File: src/rtl/router_pkg.sv
// rtl/router_pkg.sv - types shared across the router datapath
package router_pkg;

  typedef enum logic [1:0] {
    GS_IDLE    = 2'd0,
    GS_ROUTING = 2'd1,
    GS_WAITING = 2'd2,
    GS_ACTIVE  = 2'd3
  } GLOBAL_STATE_t;

endpackage

File: src/rtl/output_unit_vc.sv
// rtl/output_unit_vc.sv - output-port VC allocation, per-VC credit tracking, optional WAITING timeout
// Build option: define OUTPUT_UNIT_VC_TIMEOUT_EN to compile in the per-VC WAITING timeout.
module output_unit_vc #(
  parameter int NUM_VC         = 2,
  parameter int CREDIT_DEPTH   = 4,
  parameter int TIMEOUT_CYCLES = 16,
  localparam int VC_W          = (NUM_VC > 1) ? $clog2(NUM_VC) : 1,
  localparam int CNT_W         = $clog2(CREDIT_DEPTH + 1)
) (
  input  logic                                   clk,
  input  logic                                   reset_n,
  input  logic [NUM_VC-1:0]                      i_switch_req,
  output logic [NUM_VC-1:0]                      o_switch_ack,
  output logic [NUM_VC-1:0]                      o_downstream_req,
  input  logic [NUM_VC-1:0]                      i_downstream_ack,
  input  logic                                   i_flit_valid,
  input  logic [VC_W-1:0]                        i_flit_vc,
  input  logic                                   i_flit_tail,
  input  logic                                   i_credit_valid,
  input  logic [VC_W-1:0]                        i_credit_vc,
  output logic [NUM_VC-1:0]                      o_credit_avail,
  output router_pkg::GLOBAL_STATE_t [NUM_VC-1:0] o_gstate,
  output logic                                   o_err,
  output logic [NUM_VC-1:0]                      o_timeout
);

  localparam logic [1:0]       S_IDLE    = 2'd0;
  localparam logic [1:0]       S_WAITING = 2'd2;
  localparam logic [1:0]       S_ACTIVE  = 2'd3;
  localparam logic [CNT_W-1:0] CNT_FULL  = CNT_W'(CREDIT_DEPTH);

  if (NUM_VC < 1 || NUM_VC > 8 || CREDIT_DEPTH < 1 || TIMEOUT_CYCLES < 1) begin : g_bad_params
    $error("output_unit_vc: parameter out of range");
  end

  logic [NUM_VC-1:0][1:0]       st_q;
  logic [NUM_VC-1:0][CNT_W-1:0] cnt_q;
  logic [VC_W-1:0]              ptr_q;
  logic                         err_q;

  logic [NUM_VC-1:0] is_idle;
  logic [NUM_VC-1:0] is_waiting;
  logic [NUM_VC-1:0] is_active;
  logic [NUM_VC-1:0] flit_acc;
  logic [NUM_VC-1:0] credit_hit;
  logic [NUM_VC-1:0] credit_ovf;
  logic [NUM_VC-1:0] grant_vec;
  logic [NUM_VC-1:0] timeout_hit;
  logic              flit_err;
  logic              credit_err;
  logic              grant_any;
  logic [VC_W-1:0]   grant_idx;
  logic [VC_W-1:0]   ptr_next;

  always_comb begin
    for (int v = 0; v < NUM_VC; v++) begin
      is_idle[v]    = (st_q[v] == S_IDLE);
      is_waiting[v] = (st_q[v] == S_WAITING);
      is_active[v]  = (st_q[v] == S_ACTIVE);
    end
  end

  // A flit plus a credit on a full counter nets to zero, so it is not an overflow.
  always_comb begin
    for (int v = 0; v < NUM_VC; v++) begin
      flit_acc[v]   = i_flit_valid && (i_flit_vc == VC_W'(v)) && is_active[v] && (cnt_q[v] != '0);
      credit_hit[v] = i_credit_valid && (i_credit_vc == VC_W'(v));
      credit_ovf[v] = credit_hit[v] && (cnt_q[v] == CNT_FULL) && !flit_acc[v];
    end
    flit_err   = i_flit_valid && (flit_acc == '0);
    credit_err = (credit_ovf != '0) || (i_credit_valid && (credit_hit == '0));
  end

  // Round-robin search from the pointer; only one VC may be WAITING at a time.
  always_comb begin
    int cand;
    cand      = 0;
    grant_any = 1'b0;
    grant_idx = '0;
    grant_vec = '0;
    for (int k = 0; k < NUM_VC; k++) begin
      cand = int'(ptr_q) + k;
      if (cand >= NUM_VC) cand = cand - NUM_VC;
      if (!grant_any && is_idle[cand] && i_switch_req[cand]) begin
        grant_any = 1'b1;
        grant_idx = VC_W'(cand);
      end
    end
    if (is_waiting != '0) grant_any = 1'b0;
    if (grant_any) grant_vec[grant_idx] = 1'b1;
    ptr_next = (int'(grant_idx) == NUM_VC - 1) ? '0 : grant_idx + VC_W'(1);
  end

`ifdef OUTPUT_UNIT_VC_TIMEOUT_EN
  localparam int              TO_W    = $clog2(TIMEOUT_CYCLES + 1);
  localparam logic [TO_W-1:0] TO_LAST = TO_W'(TIMEOUT_CYCLES - 1);

  logic [NUM_VC-1:0][TO_W-1:0] wait_cnt_q;
  logic [NUM_VC-1:0]           timeout_q;

  always_comb begin
    for (int v = 0; v < NUM_VC; v++) begin
      timeout_hit[v] = is_waiting[v] && !i_downstream_ack[v] && (wait_cnt_q[v] == TO_LAST);
    end
  end

  always_ff @(posedge clk or negedge reset_n) begin
    if (!reset_n) begin
      wait_cnt_q <= '0;
      timeout_q  <= '0;
    end else begin
      timeout_q <= timeout_hit;
      for (int v = 0; v < NUM_VC; v++) begin
        if (is_waiting[v] && !i_downstream_ack[v] && !timeout_hit[v]) begin
          wait_cnt_q[v] <= wait_cnt_q[v] + TO_W'(1);
        end else begin
          wait_cnt_q[v] <= '0;
        end
      end
    end
  end

  assign o_timeout = timeout_q;
`else
  assign timeout_hit = '0;
  assign o_timeout   = '0;
`endif

  always_ff @(posedge clk or negedge reset_n) begin
    if (!reset_n) begin
      st_q  <= '0;
      cnt_q <= {NUM_VC{CNT_FULL}};
      ptr_q <= '0;
      err_q <= 1'b0;
    end else begin
      err_q <= flit_err || credit_err;
      if (grant_any) ptr_q <= ptr_next;
      for (int v = 0; v < NUM_VC; v++) begin
        case (st_q[v])
          S_IDLE: begin
            if (grant_vec[v]) st_q[v] <= S_WAITING;
          end
          S_WAITING: begin
            if (i_downstream_ack[v]) st_q[v] <= S_ACTIVE;
            else if (timeout_hit[v]) st_q[v] <= S_IDLE;
          end
          S_ACTIVE: begin
            if (flit_acc[v] && i_flit_tail) st_q[v] <= S_IDLE;
          end
          default: st_q[v] <= S_IDLE;
        endcase
        if (flit_acc[v] && !(credit_hit[v] && !credit_ovf[v])) begin
          cnt_q[v] <= cnt_q[v] - CNT_W'(1);
        end else if (!flit_acc[v] && credit_hit[v] && !credit_ovf[v]) begin
          cnt_q[v] <= cnt_q[v] + CNT_W'(1);
        end
      end
    end
  end

  always_comb begin
    for (int v = 0; v < NUM_VC; v++) begin
      o_gstate[v]       = router_pkg::GLOBAL_STATE_t'(st_q[v]);
      o_credit_avail[v] = (cnt_q[v] != '0);
    end
  end

  assign o_downstream_req = is_waiting;
  assign o_switch_ack     = is_waiting & i_downstream_ack;
  assign o_err            = err_q;

endmodule

File: config.mk
export PLATFORM = sky130hd
export DESIGN_NAME = output_unit_vc
export DESIGN_NICKNAME = d
export VERILOG_FILES = /design/src/rtl/router_pkg.sv /design/src/rtl/output_unit_vc.sv
export SDC_FILE = /design/constraint.sdc
export NUM_CORES = 1
export LEC_CHECK = 0
export CORE_ASPECT_RATIO = 1.4
export CORE_MARGIN = 2
export CORE_UTILIZATION = 42
export CTS_CLUSTER_SIZE = 40
export DETAILED_ROUTE_END_ITERATION = 6
export PLACE_DENSITY_LB_ADDON = 0.15
export SYNTH_ARGS = -nofsm -noshare
export SYNTH_HDL_FRONTEND = slang
export SYNTH_SLANG_ARGS = --single-unit
File: constraint.sdc
create_clock -name clk -period 1.85 [get_ports clk]
set_clock_uncertainty 0.15 [all_clocks]
set_input_delay 0.2775 -clock clk [delete_from_list [all_inputs] [get_ports clk]]
set_output_delay 0.2775 -clock clk [all_outputs]
set_load 0.01 [all_outputs]
==> run_results.csv, run 1 <==
group,metric,value,unit
outcome,violations,"setup timing",
final_layout,n_antenna_cell,0,
yosys,synth.top_cells.by_count,"11 x inv_1, 10 x dfrtp_1, 8 x a21oi_1",
clock_network,cts_root_buf,"clkbuf_4",
routing,num_vias,895,
yosys,synth_top_area_share,28.41,%
clock_network,cts_hold_buf,0,
sta,worstMarginPinSlew,0.5663,ns
clock_network,cts_sinks,12,
routing,drc_errors,0,
floorplan,die_area,2485,µm²
sta,min_period_over_period,102.3,%
placed_design,globalplace.congestion,0.8298,
placed_design,dp_hpwl,1.821,mm
final_layout,area_growth,57.53,%
routing,wl_per_cell,13.60,µm
sta,rsz0062_at_grt,"yes",
clock_network,cts_max_level,1,
placed_design,dpl.cell_count,160,
grt,gr-total-overflow,0,
power,ir_drop,0.9129,mV
setup_path,critPathMaxStageDelay,0.55,ns
grt,grt_max_degree,13,
sta,finalHoldViolCount,0,
setup_path,worstPathCellList,"inv_2 -> a21oi_2 -> nand2_1 -> fa_2 -> a21oi_2 -> o211ai_1 -> a22oi_1",
setup_path,worstPathMaxFanout,3,
floorplan,num_rows,19,
sta,min_period,1.893,ns
sta,slew_headroom,62.13,%
setup_path,arrival,1.93,ns
routing,drtIter0Drc,14,
final_layout,fin_util,70.32,%
setup_path,worstSetupPathType,"reg -> reg",
yosys,synth_most_common_cell,"inv_1",
yosys,syn_area,880.8,µm²
placed_design,pre_cts_ws,-0.5638,ns
clock_network,cts_buffers,3,
grt,grt_pass1_vias,941,
yosys,synth_top_cell_by_area,"dfrtp_1",
grt,gr-usage-all-layers,21.33,%
routing,ant_nets,0,
yosys,syn_inst,100,
grt,antenna_found_initial,0,
yosys,synthArstFlopShare,100.0,%
setup_path,critPathLaunchType,"register",
sta,tns,-0.05230,ns
placed_design,numPortBuffers,21,
clock_network,clk_pin_slew,0.08,ns
routing,wirelength,2.299,mm
final_layout,instances_no_fill,169,
final_layout,nets,162,
floorplan,die_y,58.19,µm
sta,fin_ws,-0.04297,ns
final_layout,n_fill_cell,174,
yosys,synthTopCellsByArea,"dfrtp_1 28%, dfstp_2 6.0%, inv_1 4.7%",
outcome,outcome,"finished with violations",
setup_path,slowest_stage,"dfstp_2",
floorplan,die_w,42.71,µm
setup_path,path_common_cell,"a21oi_2",
clock_network,cts_tree,"yes",
yosys,syn_area_per_cell,8.808,µm²
clock_network,clockBufferDepth,2,
clock_network,insertion_delay,0.27,ns
yosys,synth_ff_type,"dfrtp_1",
yosys,ys_warn_count,0,
yosys,ys_ff_latch,12,
routing,dr.pass1.iters,4,
yosys,synth_edf_count,0,
run,maxCapViolations,0,
sta,setup_violations,2,
yosys,ys_seq_area_share,34.38,%
power,finalPower,0.002081,W
final_layout,drive_gt1_share,38.51,%
power,p_leak,0.6442,nW
sta,drv_slew,0,
grt,grt_pass1_wl,4.084,mm
yosys,yosysUniqueCellTypes,42,
routing,via_per_inst,5.296,
setup_path,required,1.88,ns
floorplan,io_pins,24,
floorplan,initial_utilization,44.64,%
power,power_density,1500,nW/µm²
hold_path,hold_class,"in -> async",
sta,max_freq,528.3,MHz
setup_path,endpoint_kind,"register",
floorplan,coreArea,1973,µm²
[registers in the layout, indices dropped and copies added (netlist names)]
signal	cells
cnt_q	6
o_gstate	4
o_err	1
ptr_q	1
[placed cells by master (no fill, tap or decap), types with 5 or more instances in the layout]
| cell type | n |
|---|---|
| a21oi_1 | 6 |
| buf_4 | 25 |
| clkdlybuf4s50_1 | 11 |
| dfrtp_1 | 6 |
| dlygate4sd2_1 | 8 |
| inv_1 | 8 |
| nand2_1 | 6 |
| nor3_2 | 5 |
| o21ai_0 | 5 |
[layout make-up]
class,instances,area (µm²),share of cell area (%)
repair buffers,47,404.1,29.13
multi-input cells,74,571.8,41.21
flip-flops and latches,12,307.8,22.18
inverters,11,41.29,2.976
clock buffers,4,36.28,2.615
well taps,21,26.28,1.894
[power breakdown]
| part | leakage (nW) | total [W] | switching (W) | internal [W] |
|---|---|---|---|---|
| logic | 0.486 | 0.00134 | 0.000618 | 0.000720 |
| clock network | 0.0210 | 0.000207 | 0.0000879 | 0.000119 |
| registers | 0.137 | 0.000536 | 0.000121 | 0.000415 |
[stage by stage]
step / area (µm²) / hold WS [ns]
finish: 1388 / 0.2190
global route: 1388 / 0.2503
CTS: 1341 / 0.2327
detailed placement: 1272 / 0.4031
global placement: 1272 / 0.3934
floorplan: 909.6 / -0.1681
[per-layer routing]
layer	vias up	wire length [µm]	GRT usage, %
met5	-	0	0
met4	0	28	8.929
met3	4	79	1.558
met2	17	1262	38.10
met1	420	929	25.93
li1	454	-	-
[logic make-up (layout without fill, tap and decap cells)]
family	count (synthesis)	in the layout	synth area share, %
flops	12	12	34.37
other cells	1	2	0.4257
fa+ha+maj	2	2	4.546
simple gates	36	36	25.29
xor+xnor	3	3	2.983
buf+inv	15	62	8.238
mux	1	1	1.136
compound gates	30	30	23.01
[timing repair]
item,4_1_cts,5_1_grt
hold endpoints to repair,0,0
setup endpoints to repair,10,6
buffers inserted,1,4
pin swaps,2,4
gates resized for setup,19,8
[critical path, delay by kind of cell, from the launching register on]
| family | cells | cell delay, ns |
|---|---|---|
| compound gates | 4 | 0.52 |
| fa+ha+maj | 1 | 0.45 |
| buf+inv | 1 | 0.05 |
| flops | 1 | 0.55 |
| simple gates | 1 | 0.09 |
[final timing paths]
check	slack [ns]	startpoint	endpoint	cells past startpoint
max	-0.04	cnt_q[2]	cnt_q[1]	7
min	0.22	reset_n	ptr_q	1
max reg2reg	-0.04	cnt_q[2]	cnt_q[1]	7
min reg2reg	0.41	cnt_q[2]	o_err	2
max in group asynchronous	0.93	reset_n	o_gstate[3]	1
min in group clk	0.41	cnt_q[2]	o_err	2
(Power assumes the default switching activity.)
==> inputs of run 2 (changes only) <==
- DONT_BUFFER_PORTS: not set -> 1
==> run 2 against run 1 <==
Effect of this change: worst setup slack got worse by 0.022 ns; critical endpoint is now cnt_q[4]; largest power group unchanged; routed wire length down 6.5%; largest cell class unchanged; the flow still finishes with violations (setup timing); combinational power fell by 19%.
==> run_results.csv, run 2 (synthesized netlist as in run 1, its figures left out) <==
group,metric,value,unit
sta,rsz0062_at_grt,"yes",
sta,worstMarginPinSlew,0.5650,ns
setup_path,worstPathCellList,"nor3_2 -> nor3_2 -> inv_1 -> fa_2 -> a21oi_2 -> a21o_1",
grt,gr-usage-all-layers,18.07,%
power,p_seq_share,28.9,%
sta,drv_slew,0,
grt,met3_usage,1.558,%
setup_path,r2r_start,"cnt_q[5]",
final_layout,multi_input_area,563.0,µm²
hold_path,hold_depth,2,
grt,grt_use_met1,20.83,%
grt,antenna_found_initial,0,
clock_network,clk_pin_slew,0.08,ns
final_layout,drive_gt1_share,40.32,%
floorplan,die_w,42.71,µm
sta,fin_ws,-0.06502,ns
power,ir_drop,0.7537,mV
placed_design,dpl.cell_count,136,
placed_design,pre_cts_ws,-0.07680,ns
setup_path,slowest_stage,"fa_2",
setup_path,reg2reg_depth,6,
run,maxCapViolations,0,
final_layout,n_fill_cell,188,
final_layout,final_common_cell,"buf_4",
setup_path,worstSetupPathType,"reg -> reg",
clock_network,cts_sinks,12,
clock_network,insertion_delay,0.26,ns
floorplan,io_pins,24,
setup_path,arrival,1.93,ns
routing,ant_nets,0,
hold_path,hp-start,"i_switch_req[1]",
placed_design,place_area,1040,µm²
sta,min_period,1.915,ns
power,switching_power,0.0007627,W
sta,min_period_over_period,103.5,%
power,combPwrFrac,59.7,%
final_layout,area_growth,30.82,%
floorplan,die_area,2485,µm²
routing,wl_per_cell,14.82,µm
routing,drc_errors,0,
power,switching_share,42.32,%
outcome,outcome,"finished with violations",
placed_design,numPortBuffers,0,
floorplan,die_y,58.19,µm
hold_path,hold_class,"in -> reg",
final_layout,nets,138,
setup_path,critPathLaunchType,"register",
routing,via_per_inst,5.648,
setup_path,crit_family,"adder cells",
grt,met2_usage,33.12,%
final_layout,final_area,1152,µm²
routing,dr.pass1.iters,4,
setup_path,path_common_cell,"nor3_2",
sta,max_freq,522.2,MHz
setup_path,critPathMaxStageDelay,0.56,ns
sta,finalHoldViolCount,0,
setup_path,endpoint_kind,"register",
power,power_density,1564,nW/µm²
floorplan,initial_utilization,44.64,%
clock_network,cts_buffers,3,
hold_path,min_to,"o_gstate[3]",
setup_path,required,1.86,ns
routing,num_vias,819,
power,clock_power_share,11.4,%
clock_network,cts_max_level,1,
sta,setup_violations,3,
final_layout,final_cell_mix,"21 x buf_4, 9 x inv_1, 6 x nand2_1, 6 x o21ai_0, 6 x dfrtp_1",
setup_path,worstPathMaxFanout,2,
clock_network,cts_tree,"yes",
setup_path,regToRegSetupSlack,-0.07,ns
setup_path,path_buf_inv,1,
final_layout,top_register,"cnt_q",
floorplan,num_rows,19,
power,p_leak,0.5076,nW
grt,grt_max_degree,13,
grt,top_usage_layer,"met2",
final_layout,instances_no_fill,145,
setup_path,r2r_end,"cnt_q[4]",
sta,slew_headroom,62.21,%
outcome,violations,"setup timing",
grt,grt_pass1_vias,831,
final_layout,n_antenna_cell,0,
routing,wirelength,2.149,mm
placed_design,globalplace.congestion,0.8093,
power,finalPower,0.001802,W
final_layout,regArea,307.8,µm²
clock_network,clockBufferDepth,2,
clock_network,cts_root_buf,"clkbuf_4",
power,internal_power,0.001040,W
final_layout,largest_reg_flops,6,
grt,gr-total-overflow,0,
routing,drtIter0Drc,18,
placed_design,dp_hpwl,1.646,mm
floorplan,coreArea,1973,µm²
grt,grt_pass1_wl,3.436,mm
-- run 2: cell count changes in the layout (fill, tap and decap cells not counted), moves of 2 or more --
| cell | delta |
|---|---|
| clkdlybuf4s50_1 | -11 |
| dlymetal6s2s_1 | -2 |
| dlygate4sd3_1 | +2 |
| buf_4 | -4 |
| dlygate4sd2_1 | -8 |
-- run 2: worst max path at each step --
stage / start / end / slack (ns) / cells past startpoint
2_1_floorplan: cnt_q[5] / cnt_q[4] / -0.08 / 6
6_report: cnt_q[5] / cnt_q[4] / -0.07 / 6
3_3_place_gp: cnt_q[5] / cnt_q[4] / -0.001 / 6
3_5_place_dp: cnt_q[2] / cnt_q[2] / -0.08 / 7
5_1_grt: cnt_q[5] / cnt_q[4] / -0.13 / 6
4_1_cts: cnt_q[5] / cnt_q[4] / -0.06 / 6
-- run 2: repair_timing --
item	CTS	global route
hold buffers	2	0
gates resized for setup	5	7
setup buffers	1	2
hold endpoints to repair	13	0
pin swaps	1	5
endpoints found under the setup margin	4	6
-- run 2: power by group through the flow --
| stage | combinational [W] | clock [W] | sequential [W] |
|---|---|---|---|
| finish | 0.00108 | 0.000206 | 0.000520 |
| global route | 0.00118 | 0.000231 | 0.000542 |
| CTS | 0.00100 | 0.000216 | 0.000523 |
| detailed placement | 0.000967 | 0 | 0.000525 |
| global placement | 0.000948 | 0 | 0.000525 |
| floorplan | 0.000541 | 0 | 0.000601 |
-- run 2: per-stage QoR --
stage                     util (%)  hold slack [ns]    TNS, ns
after global placement       52.70          -0.1678  -0.001570
after CTS                    56.50          0.01727   -0.07629
after detailed placement     52.70          -0.1678    -0.1667
after global routing         58.40          0.02374    -0.4310
final                        58.40          0.01980   -0.09062
after floorplan                  -          -0.1681    -0.1393
-- run 2: cell type report --
class,instances,area share [%]
Inverter,11,3.583
Timing Repair Buffer,23,15.42
Sequential cell,12,26.71
Multi-Input combinational cell,74,48.86
Tap cell,21,2.280
Clock buffer,4,3.149
-- run 2: routing by layer --
layer,routed length [µm],up-vias
met2,1180,15
met3,68,2
li1,-,409
met5,0,-
met1,874,393
met4,27,0
-- run 2: worst reg2reg max path, delay by kind of cell, from the launching register on --
| family | cells | cell delay (ns) |
|---|---|---|
| AOI/OAI and AO/OA | 2 | 0.23 |
| adders and majority gates | 1 | 0.56 |
| buffers and inverters | 1 | 0.08 |
| DFF | 1 | 0.54 |
| and+or+nand+nor | 2 | 0.25 |
==> edit 1, RTL diff (flow settings as in run 2) <==
`CREDIT_DEPTH`: 4 -> 8.
--- a/src/rtl/output_unit_vc.sv
+++ b/src/rtl/output_unit_vc.sv
@@ -2,7 +2,7 @@
 // Build option: define OUTPUT_UNIT_VC_TIMEOUT_EN to compile in the per-VC WAITING timeout.
 module output_unit_vc #(
   parameter int NUM_VC         = 2,
-  parameter int CREDIT_DEPTH   = 4,
+  parameter int CREDIT_DEPTH   = 8,
   parameter int TIMEOUT_CYCLES = 16,
   localparam int VC_W          = (NUM_VC > 1) ? $clog2(NUM_VC) : 1,
   localparam int CNT_W         = $clog2(CREDIT_DEPTH + 1)
Behaviour: not the same (Yosys sat finds a counterexample within 10 cycles, from zero or initial values and one cycle with reset_n low).
==> edit 1 against run 2 <==
- the run still ends with setup timing left
- worst setup slack got worse by 100 ps
- clock power rose by 9.7%
- sequential power rose by 11%
- cell area rose by 37%
- wire length rose by 37%
- power rose by 31%
- area after synthesis rose by 23%
- first-iteration DRC count fell by 22%
- sequential cell count rose by 2
- sequential share of layout area fell by 4.2 points
- largest cell class unchanged
==> edit 1: results (changes against run 2) <==
* Clock latency of the later-clocked register in the worst-skew pair: 280 ps (was 260 ps)
- The antenna diode count was 0 (unchanged).
- Vias in the first global route: 1059 (was 831)
* Transition time at the pin with the least slew margin: 692.0 ps (was 565.0 ps)
- Post-DP HPWL: 2.081 mm (was 1.646 mm)
- The number of cells in the design after placement was 176 (was 136).
- The proportion of synthesized chip area in sequential cells came to 32.60% (was 34.38%).
* Sum Neg Setup Slack: -555.4 ps (was -90.62 ps)
- Slowest cell on crit path: sky130_fd_sc_hd__dfrtp_1 (was sky130_fd_sc_hd__fa_2)
* Aggregate global-route resource usage: 21.14% (was 18.07%)
- Fin cells: 193 (was 145)
* Cell types with the highest counts after synthesis: sky130_fd_sc_hd__nand2_1 (19), sky130_fd_sc_hd__dfrtp_1 (12), sky130_fd_sc_hd__inv_1 (11) (was sky130_fd_sc_hd__inv_1 (11), sky130_fd_sc_hd__dfrtp_1 (10), sky130_fd_sc_hd__a21oi_1 (8), sky130_fd_sc_hd__nand2_1 (6), sky130_fd_sc_hd__o21ai_0 (6))
- Largest net degree at the start of global routing: 15 (was 13)
- Worst vdd rail ir drop: 0.8252 mV (was 0.7537 mV)
- Largest driver fanout on the critical path: 3 (was 2)
- Final Wtd Congestion: 0.8297 (was 0.8093)
- Post-place instance area: 1303 um^2 (was 1040 um^2)
* Status: finished, violations left (unchanged)
* Post-route setup slack: -165.6 ps (was -65.02 ps)
- The delay of the slowest critical-path stage was 420 ps (was 560 ps).
- DR iter-0 viols: 14 (was 18)
- Worst-case setup slack after placement: -184.7 ps (was -76.80 ps)
* Clock-pin transition on the worst setup and hold timing paths: 100 ps (was 80 ps)
- The gate count after technology mapping was 124 (was 100).
* Violated checks: setup timing (unchanged)
* Global-route wire length before repair: 4.643 mm (was 3.436 mm)
- Sw Pwr: 0.001027 W (was 0.0007627 W)
- The leakage power summed over all cells came to 0.6584 nW (was 0.5076 nW).
* Count of cell types in the netlist: 43 (was 42)
- The arrival time of data at the critical path endpoint is 2070 ps (was 1930 ps).
* Wire length per cell after detailed routing: 15.29 um (was 14.82 um)
- The total setup violations reported at the end of the flow was 5 (was 3).
- Count of vias placed by the detailed router: 1023 (was 819)
- Largest delay contributor family on the critical path: simple AND/OR/NAND/NOR gates (was adder cells)
## edit 1: power by group through the flow
stage | clock (W) | sequential [W] | combinational (W)
2_1_floorplan | 0 | 0.000650 | 0.000721
3_5_place_dp | 0 | 0.000564 | 0.00124
6_report | 0.000226 | 0.000576 | 0.00157
4_1_cts | 0.000238 | 0.000562 | 0.00135
5_1_grt | 0.000251 | 0.000595 | 0.00171
3_3_place_gp | 0 | 0.000561 | 0.00122
## edit 1: routing by layer
layer	track usage, %	part of all wire, %
met3	2.542	2.7
met4	7.292	1.3
met5	0	0
met1	23.04	38
met2	39.04	58
## edit 1: final cells by class
class                   instances  area (um^2)
fillers                       216        838.3
flip-flops and latches         14        355.3
inverters                      11        41.29
well taps                      34        42.54
clock buffers                   4        36.28
repair buffers                 35        287.8
multi-input cells              95        815.8
## edit 1: cell families (layout without fill, tap and decap cells)
family                     Yosys count  count (layout)  share of synthesized area [%]
adders and majority gates            6               6                          8.324
and+or+nand+nor                     53              53                          26.01
muxes                                3               3                          2.775
buffers and inverters               16              50                          7.398
xor gates and xnor gates             5               5                          4.741
other                                1               2                         0.3465
AOI/OAI and AO/OA                   26              26                          17.80
DFF                                 14              14                          32.60
## edit 1: path summary, 6_finish.rpt
path	cells after the start	end	start	slack, ps
max in group asynchronous	1	o_gstate[3]	reset_n	750
min in group asynchronous	1	cnt_q[2]	reset_n	320
min	2	o_gstate[2]	i_flit_tail	20
min reg2reg	2	ptr_q	ptr_q	470
max	10	cnt_q[7]	cnt_q[5]	-170
max reg2reg	10	cnt_q[7]	cnt_q[5]	-170
## edit 1: repair_timing
item | in CTS | in global routing
hold endpoints to repair | 17 | 0
setup endpoints to repair | 5 | 7
pin swaps | 12 | 16
resized for setup | 7 | 20
buffers inserted | 5 | 5
hold buffers | 4 | 0
==> edit 2, RTL diff (config.mk and constraints of run 2) <==
Made on the original files. The output `o_err` loses its register stage (`err_q` becomes a continuous assignment).
--- a/src/rtl/output_unit_vc.sv
+++ b/src/rtl/output_unit_vc.sv
@@ -131,9 +131,7 @@
       st_q  <= '0;
       cnt_q <= {NUM_VC{CNT_FULL}};
       ptr_q <= '0;
-      err_q <= 1'b0;
     end else begin
-      err_q <= flit_err || credit_err;
       if (grant_any) ptr_q <= ptr_next;
       for (int v = 0; v < NUM_VC; v++) begin
         case (st_q[v])
@@ -158,6 +156,8 @@
     end
   end
 
+  assign err_q = flit_err || credit_err;
+
   always_comb begin
     for (int v = 0; v < NUM_VC; v++) begin
       o_gstate[v]       = router_pkg::GLOBAL_STATE_t'(st_q[v]);
Behaviour: not the same (a bounded check fails within 4 cycles, from zero or initial values and one cycle with reset_n low).
==> edit 2 against run 2 <==
- the flow still finishes with violations (setup timing)
- global-route usage increased by 1.1 points
- wire length decreased by 11%
- sequential cell count decreased by 1
- cell area decreased by 6.1%
- power decreased by 7.2%
- sequential share of layout area decreased by 0.81 points
- non-clock buffer count unchanged
- first-iteration DRC count decreased by 72%
- worst setup slack got worse by 250 ps
- sequential power decreased by 14%
- hold slack got worse by 5.9 ps
- area after synthesis decreased by 8.4%
==> edit 2: results (changes against run 2) <==
- Count of vias placed by the detailed router: 732 (was 819)
- Fraction of met3 tracks used by global routing: 3.200% (was 1.558%)
* Global routing usage on met1: 25.13% (was 20.83%)
* Share of final layout cell area taken by clock buffers and inverters: 2.428% (was 3.149%)
- Max-Slew Margin vs Limit: 65.90% (was 62.21%)
- Count of multi-input gates: 70 (was 74)
- The arrival time of data at the critical path endpoint is 2210 ps (was 1930 ps).
- Reg-to-Reg Start: cnt_q[2] (was cnt_q[5])
* Length of routed met3 wiring: 92 um (was 68 um)
* Post-Synth Adder-Cell Area: 4.961% (was 4.545%)
- The final weighted congestion in routability-driven placement was 0.7437 (was 0.8093).
* Layout cells sized above 1: 38.60% (was 40.32%)
- The worst voltage drop across the vdd grid came to 0.8919 mV (was 0.7537 mV).
- The routed length on met2 was 986 um (was 1.180 mm).
* Aggregate global-route resource usage: 19.21% (was 18.07%)
* Dominant cells by area after synthesis: sky130_fd_sc_hd__dfrtp_1 (28%), sky130_fd_sc_hd__dfstp_2 (6.5%), sky130_fd_sc_hd__a21oi_1 (5.0%) (was sky130_fd_sc_hd__dfrtp_1 (28%), sky130_fd_sc_hd__dfstp_2 (6.0%), sky130_fd_sc_hd__inv_1 (4.7%))
- Count of cell types in the netlist: 39 (was 42)
- The half-perimeter wire length after placement came to 1.487 mm (was 1.646 mm).
* Vias in the first global route: 741 (was 831)
* Top layer in use: met3 (was met4)
- Non-clock buffer area fraction after layout: 16.99% (was 15.42%)
* Status: finished, violations left (unchanged)
- The number of non-clock inverters was 6 (was 11).
- The final routed wirelength across all metal layers came to 1.914 mm (was 2.149 mm).
- The final critical-path setup slack is -312.5 ps (was -65.02 ps).
- The pin count of the biggest net entering global routing is 12 (was 13).
- Met1 wire length: 835 um (was 874 um)
* Fraction of synthesized cell area in xor and xnor cells: 4.341% (was 2.983%)
- Area fraction in compound gates after synthesis: 19.07% (was 23.01%)
* Cell types with the highest counts after synthesis: sky130_fd_sc_hd__nand2_1 (10), sky130_fd_sc_hd__dfrtp_1 (9), sky130_fd_sc_hd__a21oi_1 (8), sky130_fd_sc_hd__inv_1 (6), sky130_fd_sc_hd__or3_1 (5) (was sky130_fd_sc_hd__inv_1 (11), sky130_fd_sc_hd__dfrtp_1 (10), sky130_fd_sc_hd__a21oi_1 (8), sky130_fd_sc_hd__nand2_1 (6), sky130_fd_sc_hd__o21ai_0 (6))
- The total setup violations reported at the end of the flow came to 5 (was 3).
- Violated checks: setup timing (unchanged).
* Filler Cells Inserted: 169 (was 188)
- The proportion of synthesized chip area in sequential cells came to 34.42% (was 34.38%).
## edit 2: cell count changes in the layout (fill, tap and decap cells not counted), sizes merged, moves of 2 or more
cell and change:
inv -5, nor3 -3, nand3 -3, o21ai -3, nand2 +4, a22oi -2, or3 +5, nor2 -3
nor4b +2
## edit 2: worst paths after layout
kind,endpoint,slack (ps),cells after the start
max,cnt_q[2],-310,7
min,o_gstate[3],10,2
max reg2reg,cnt_q[2],-310,7
min reg2reg,ptr_q,420,1
max in group asynchronous,o_gstate[3],910,1
min in group asynchronous,cnt_q[3],270,1
## edit 2: through the flow
step                setup WS, ps  cells  utilization (%)  instance area [um^2]
floorplan                 -507.6     91                -                 828.3
global placement          -330.8    126            54.64                 972.2
detailed placement        -372.1    126            54.64                 972.2
CTS                       -344.3    132            58.51                  1041
global route              -476.6    134            60.83                  1082
finish                    -312.5    134            60.83                  1082
## edit 2: critical path: stages, from the launching register on
cell	delay, ps
sky130_fd_sc_hd__dfstp_2	540
sky130_fd_sc_hd__nor3_2	60
sky130_fd_sc_hd__nor4b_4	280
sky130_fd_sc_hd__nand2_1	100
sky130_fd_sc_hd__fa_2	340
sky130_fd_sc_hd__or3_1	300
sky130_fd_sc_hd__mux2i_1	160
sky130_fd_sc_hd__xor2_1	160
## edit 2: cells by family after synthesis
| group | count (synthesis) |
|---|---|
| xor+xnor | 4 |
| compound gates | 23 |
| buf+inv | 10 |
| other cells | 1 |
| fa+ha+maj | 2 |
| mux | 2 |
| flops | 11 |
| simple gates | 37 |
## edit 2: report_power, final
group / switching (W) / leakage, nW / internal, W / total [W]
Clock: 0.0000782 / 0.0150 / 0.0000832 / 0.000161
Sequential: 0.0000732 / 0.125 / 0.000376 / 0.000449
Combinational: 0.000534 / 0.305 / 0.000528 / 0.00106
Total: 0.000686 / 0.445 / 0.000987 / 0.00167
